[config.mk]
export PLATFORM = sky130hd
export DESIGN_NAME = hamming_frame_rx
export DESIGN_NICKNAME = d
export VERILOG_FILES = /design/src/rtl/hamming_frame_rx.sv
export SDC_FILE = /design/constraint.sdc
export NUM_CORES = 1
export LEC_CHECK = 0
export CAP_MARGIN = 20
export CORE_AREA = 10 10 71 133
export CTS_CLUSTER_DIAMETER = 200
export CTS_CLUSTER_SIZE = 30
export DETAILED_ROUTE_END_ITERATION = 8
export DIE_AREA = 0 0 81 143
export PLACE_DENSITY = 0.5
export REMOVE_ABC_BUFFERS = 1
export SKIP_LAST_GASP = 1
export SLEW_MARGIN = 20
export SYNTH_ARGS = -nofsm -noshare
export SYNTH_HDL_FRONTEND = slang
export SYNTH_SLANG_ARGS = --single-unit
[constraint.sdc]
create_clock -name clk_i -period 5.4 [get_ports clk_i]
set_clock_uncertainty 0.2 [all_clocks]
set_input_delay 1.35 -clock clk_i [delete_from_list [all_inputs] [get_ports clk_i]]
set_output_delay 1.35 -clock clk_i [all_outputs]
set_load 0.01 [all_outputs]
[src/rtl/hamming_frame_rx.sv]
// Serial receive framer ahead of the Hamming(7,4) dual-nibble decoder.
// Hunts for a sync word, then packs every 14 received bits into one codeword
// and strobes it to the decoder. A frame ends after WORDS_PER_FRAME codewords.
//
// state      | meaning
// -----------+----------------------------------------------------------
// ST_HUNT    | shifting bits through sync_sr looking for SYNC_WORD
// ST_PAYLOAD | assembling 14-bit codewords; locked_o high
module hamming_frame_rx #(
   parameter int                  SYNC_LEN        = 8,
   parameter logic [SYNC_LEN-1:0] SYNC_WORD       = 8'hA5,
   parameter int                  WORDS_PER_FRAME = 16
) (
   input  logic        clk_i,
   input  logic        rst_i,
   input  logic        bit_in_i,
   input  logic        bit_valid_i,
   input  logic        flush_i,
   output logic [13:0] code_o,
   output logic        code_valid_o,
   output logic        sync_found_o,
   output logic        frame_done_o,
   output logic        locked_o
);

   localparam int WW = $clog2(WORDS_PER_FRAME + 1);
   localparam int FW = $clog2(SYNC_LEN + 1);

   typedef enum logic [0:0] {
      ST_HUNT    = 1'b0,
      ST_PAYLOAD = 1'b1
   } state_t;

   state_t              state_q;
   logic [SYNC_LEN-1:0] sync_sr_q;
   logic [FW-1:0]       fill_cnt_q;
   logic [12:0]         shift_sr_q;
   logic [3:0]          bit_cnt_q;
   logic [WW-1:0]       word_cnt_q;
   logic [13:0]         code_q;
   logic                code_valid_q;
   logic                sync_found_q;
   logic                frame_done_q;
   logic                locked_q;

   logic [SYNC_LEN-1:0] sync_sr_d;
   logic [13:0]         shift_sr_d;
   logic                match_d;
   logic                last_word_d;

   // Candidate shift values and decode of sync match / final word of frame.
   // fill_cnt_q guards against matching on bits older than the current hunt.
   always_comb begin
      sync_sr_d   = {sync_sr_q[SYNC_LEN-2:0], bit_in_i};
      shift_sr_d  = {shift_sr_q, bit_in_i};
      match_d     = (fill_cnt_q >= FW'(SYNC_LEN - 1)) && (sync_sr_d == SYNC_WORD);
      last_word_d = (word_cnt_q == WW'(WORDS_PER_FRAME - 1));
   end

   // Framer state machine with registered outputs; pulses default low each cycle.
   always_ff @(posedge clk_i) begin
      if (rst_i) begin
         state_q      <= ST_HUNT;
         sync_sr_q    <= '0;
         fill_cnt_q   <= '0;
         shift_sr_q   <= '0;
         bit_cnt_q    <= '0;
         word_cnt_q   <= '0;
         code_q       <= '0;
         code_valid_q <= 1'b0;
         sync_found_q <= 1'b0;
         frame_done_q <= 1'b0;
         locked_q     <= 1'b0;
      end else begin
         code_valid_q <= 1'b0;
         sync_found_q <= 1'b0;
         frame_done_q <= 1'b0;
         if (flush_i) begin
            // Abort wins over any coincident match or word completion; code_q is kept.
            state_q    <= ST_HUNT;
            locked_q   <= 1'b0;
            sync_sr_q  <= '0;
            fill_cnt_q <= '0;
            shift_sr_q <= '0;
            bit_cnt_q  <= '0;
            word_cnt_q <= '0;
         end else if (bit_valid_i) begin
            case (state_q)
               ST_HUNT: begin
                  sync_sr_q <= sync_sr_d;
                  if (fill_cnt_q < FW'(SYNC_LEN)) begin
                     fill_cnt_q <= fill_cnt_q + FW'(1);
                  end
                  if (match_d) begin
                     state_q      <= ST_PAYLOAD;
                     sync_found_q <= 1'b1;
                     locked_q     <= 1'b1;
                     bit_cnt_q    <= '0;
                     word_cnt_q   <= '0;
                  end
               end
               ST_PAYLOAD: begin
                  shift_sr_q <= shift_sr_d[12:0];
                  if (bit_cnt_q == 4'd13) begin
                     code_q       <= shift_sr_d;
                     code_valid_q <= 1'b1;
                     bit_cnt_q    <= '0;
                     if (last_word_d) begin
                        // Frame complete: restart the hunt from an empty history.
                        frame_done_q <= 1'b1;
                        state_q      <= ST_HUNT;
                        locked_q     <= 1'b0;
                        word_cnt_q   <= '0;
                        sync_sr_q    <= '0;
                        fill_cnt_q   <= '0;
                     end else begin
                        word_cnt_q <= word_cnt_q + WW'(1);
                     end
                  end else begin
                     bit_cnt_q <= bit_cnt_q + 4'd1;
                  end
               end
               default: begin
                  state_q  <= ST_HUNT;
                  locked_q <= 1'b0;
               end
            endcase
         end
      end
   end

   assign code_o       = code_q;
   assign code_valid_o = code_valid_q;
   assign sync_found_o = sync_found_q;
   assign frame_done_o = frame_done_q;
   assign locked_o     = locked_q;

endmodule

==> impl_summary.md <==
Placement
Routability-driven placement finished with a final weighted congestion of 0.756. The number of cells in the design after placement is 351. In this run the cell area measured after placement is 2410 um2. At the placement stage, the worst setup path has a slack of 1.55 ns. Once detailed placement completed, the half-perimeter wirelength came to 3.60 mm.

The total of buffers placed on input and output ports is 22.

Critical path
For the worst flop-to-flop path, the logic depth is 4. The kind of launch point of the worst setup path is an input pin. The setup path with the least slack is of type in2reg.

The startpoint identified for the worst register-to-register timing path is state_q$_SDFFE_PP0P_. The critical path depth is 4. The critical register-to-register path endpoint is code_o[2]$_SDFFE_PP0P_.

Grouping stages by cell kind, the critical path spends the most delay in simple AND/OR/NAND/NOR gates. The start point of the critical path is rst_i. The worst setup path endpoint is sync_sr_q[5]$_SDFFE_PP0P_. The worst setup path is captured at a register.

The register-to-register setup slack is 3.01 ns. Counting both buffers and inverters, the worst setup path holds a total of 1. The critical-path maximum fanout is 18. Data on the critical path is required at its endpoint by 5.39 ns.

The data arrival time of the critical path is 3.50 ns. Traced cell by cell, the critical path runs through clkdlybuf4s50_1 -> or2_0 -> nor3_2 -> a22o_1. In this design, the stage delay of the slowest critical-path cell is 0.92 ns. The cell at the slowest stage of the critical path is sky130_fd_sc_hd__clkdlybuf4s50_1.

Final layout
In the layout the commonest cells are sky130_fd_sc_hd__nand2_1 (64), sky130_fd_sc_hd__dfxtp_1 (52), sky130_fd_sc_hd__a21oi_1 (35), sky130_fd_sc_hd__clkdlybuf4s50_1 (22), sky130_fd_sc_hd__nor2_1 (8). The post-route standard cell area excluding fillers is 2550 um2. The area growth from synthesis to layout is 19.6%. The filler cells instantiated in the layout total 795. The library cell used most frequently in the layout, excluding fill and tap cells, is sky130_fd_sc_hd__nand2_1. The number of antenna diodes in the final layout is 0. Measured on the finished design, the core utilization comes to 0.351. At the end of the flow, the number of nets in the layout was 275.

The proportion of layout cells with a drive suffix above 1 is 0.0712. The number of standard cells in the final layout excluding fillers is 359.

Synthesis
Counting distinct cell types in the post-synthesis netlist gives 45. The synthesized area per cell is 8.54 um2. For this run, the number of Yosys warnings is 0.

The most instantiated flip-flop cell in the synthesis netlist is sky130_fd_sc_hd__dfxtp_1. For this run, the register share of the synthesized area comes to 0.488. The synthesized cell area is 2130 um2. The cell count after synthesis came out at 250. For this run, asynchronously set or reset flops after synthesis account for 0.

The count of state elements after synthesis is 52. Counting flops with a built-in enable in the synthesized netlist gives 0.

Route
The routed layout has 1773 vias. In the routed design, unresolved DRC markers number 0. The per-cell routed wire length is 14.0 um. The number of antenna-violating nets in the routed design is 0. The starting DRC count in detailed routing is 91.

The iteration count of the initial detailed-routing pass is 4. Summed over all layers, the routed wires come to 5.02 mm. In the routed layout, each cell is associated on average with a via count of 4.94.

Timing
Timing would allow up to 0.284 GHz. The worst hold slack across all endpoints is 0.236 ns. Setup repair after global routing left no endpoint under its margin. The shortest clock period the worst path allows after layout is 3.52 ns. Setup violations remaining at the end of the flow were counted as 0. Headroom to the max-slew limit came out at 0.429. At the pin with the least slew margin, the transition time is 0.852 ns. The number of max-slew violations in the final report was 0. The post-layout worst setup margin is 1.88 ns. After routing, the total negative slack on setup checks comes to 0 ns.

The final hold violation count is 0. The post-route clock period utilization is 0.652.

Flow run
Max-cap violations in this run came to 0.

GRT
The number of antenna violations at the first check in global routing is 0. The wire length of the first global-routing pass is 8.22 mm. Entering global routing, the biggest net connects 19 pins. The via count of the first global-routing pass is 1696. The sum of overflow across all layers after global routing is 0. The total track usage is 0.0915.

Clock network
The total number of clock tree sinks is 52. Clock-pin slew was measured on the worst setup and hold paths at 0.07 ns. The clock latency on the worst-skew pair is 0.29 ns. Buffers inserted to repair hold after CTS numbered 0. The number of gates given a new drive strength after cts is 0. The deepest clock path buffer count is 2. CTS built an H-tree with a depth of 2. The TritonCTS clock tree is yes. Counting the buffers created by CTS gives 5. The root buffer cell is sky130_fd_sc_hd__clkbuf_16. The number of post-CTS setup repair buffers is 0.

Power
The reported leakage power is 0.831 nW. The cell area power density is 281 nW/um2. VDD sags by at most 0.000117 V. The completed layout was analyzed and its total power is 0.718 mW.

Floorplanning
The die covers 11600 um2. The floorplan has 44 rows. The number of placed I/O pins is 23. The effective utilization at floorplan is 0.294. After floorplanning, the core was sized to cover 7270 um2. From bottom edge to top edge, the die measures 143 um. The horizontal die dimension is 81 um.

Min path
In this run the most critical hold path is launched from word_cnt_q[4]$_SDFFE_PP0P_. In this run the worst hold path is classified as reg2reg. The worst hold path cell count is 2.

Outcome
The run finished with clean final reports.
[worst min-delay path by stage]
stage,to
finish,word_cnt_q[4]$_SDFFE_PP0P_
global route,code_o[3]$_SDFFE_PP0P_
CTS,word_cnt_q[4]$_SDFFE_PP0P_
detailed placement,word_cnt_q[4]$_SDFFE_PP0P_
global placement,word_cnt_q[4]$_SDFFE_PP0P_
floorplan,word_cnt_q[4]$_SDFFE_PP0P_
[layer usage]
| layer | up-vias | wire length [um] | GRT usage |
|---|---|---|---|
| met5 | - | 0 | 0 |
| met2 | 27 | 2700 | 0.164 |
| met4 | 0 | 165 | 0.0660 |
| met1 | 835 | 1960 | 0.0872 |
| met3 | 10 | 191 | 0.0201 |
| li1 | 901 | - | - |
[power by group]
| part | internal [mW] | switching [mW] |
|---|---|---|
| registers | 0.384 | 0.000817 |
| logic | 0.00665 | 0.0140 |
| clock network | 0.171 | 0.142 |
[registers in the layout, indices dropped and copies added, names as in the netlist]
name and cells:
code_o 14, sync_sr_q 7, frame_done_o 1, shift_sr_q 13
state_q 1, sync_found_o 1, bit_cnt_q 4, fill_cnt_q 4
locked_o 1, code_valid_o 1, word_cnt_q 5
[cell type report]
class,count,area [um2],area share
Tap cell,92,115,0.0451
Clock buffer,5,125,0.0490
Multi-Input combinational cell,177,1000,0.391
Clock inverter,3,18.8,0.00735
Timing Repair Buffer,23,228,0.0892
Inverter,7,26.3,0.0103
Sequential cell,52,1040,0.408
[worst reg2reg max path: stages (launching register included)]
cell and delay, ns:
sky130_fd_sc_hd__dfxtp_1 0.72, sky130_fd_sc_hd__nand2_2 0.37, sky130_fd_sc_hd__nor3_2 0.74, sky130_fd_sc_hd__nand2_1 0.14
sky130_fd_sc_hd__a21oi_1 0.14
[cells in the mapped netlist (4+ instances only)]
cell type | count | area share
sky130_fd_sc_hd__a22o_1 | 7 | 0.029
sky130_fd_sc_hd__ha_1 | 4 | 0.023
sky130_fd_sc_hd__o21ai_0 | 7 | 0.016
sky130_fd_sc_hd__clkbuf_1 | 6 | 0.011
sky130_fd_sc_hd__buf_2 | 6 | 0.014
sky130_fd_sc_hd__nand2_1 | 64 | 0.11
sky130_fd_sc_hd__inv_1 | 7 | 0.012
sky130_fd_sc_hd__nand3_1 | 5 | 0.012
sky130_fd_sc_hd__nor2_1 | 8 | 0.014
sky130_fd_sc_hd__a21oi_1 | 35 | 0.082
sky130_fd_sc_hd__a31oi_1 | 4 | 0.012
sky130_fd_sc_hd__dfxtp_1 | 52 | 0.49
[cell families after synthesis]
| logic type | share of synthesized area |
|---|---|
| flops | 0.488 |
| simple gates | 0.229 |
| xor+xnor | 0.00410 |
| buf+inv | 0.0440 |
| compound gates | 0.212 |
| fa+ha+maj | 0.0234 |
No activity file was read; power rests on OpenSTA's default activity.
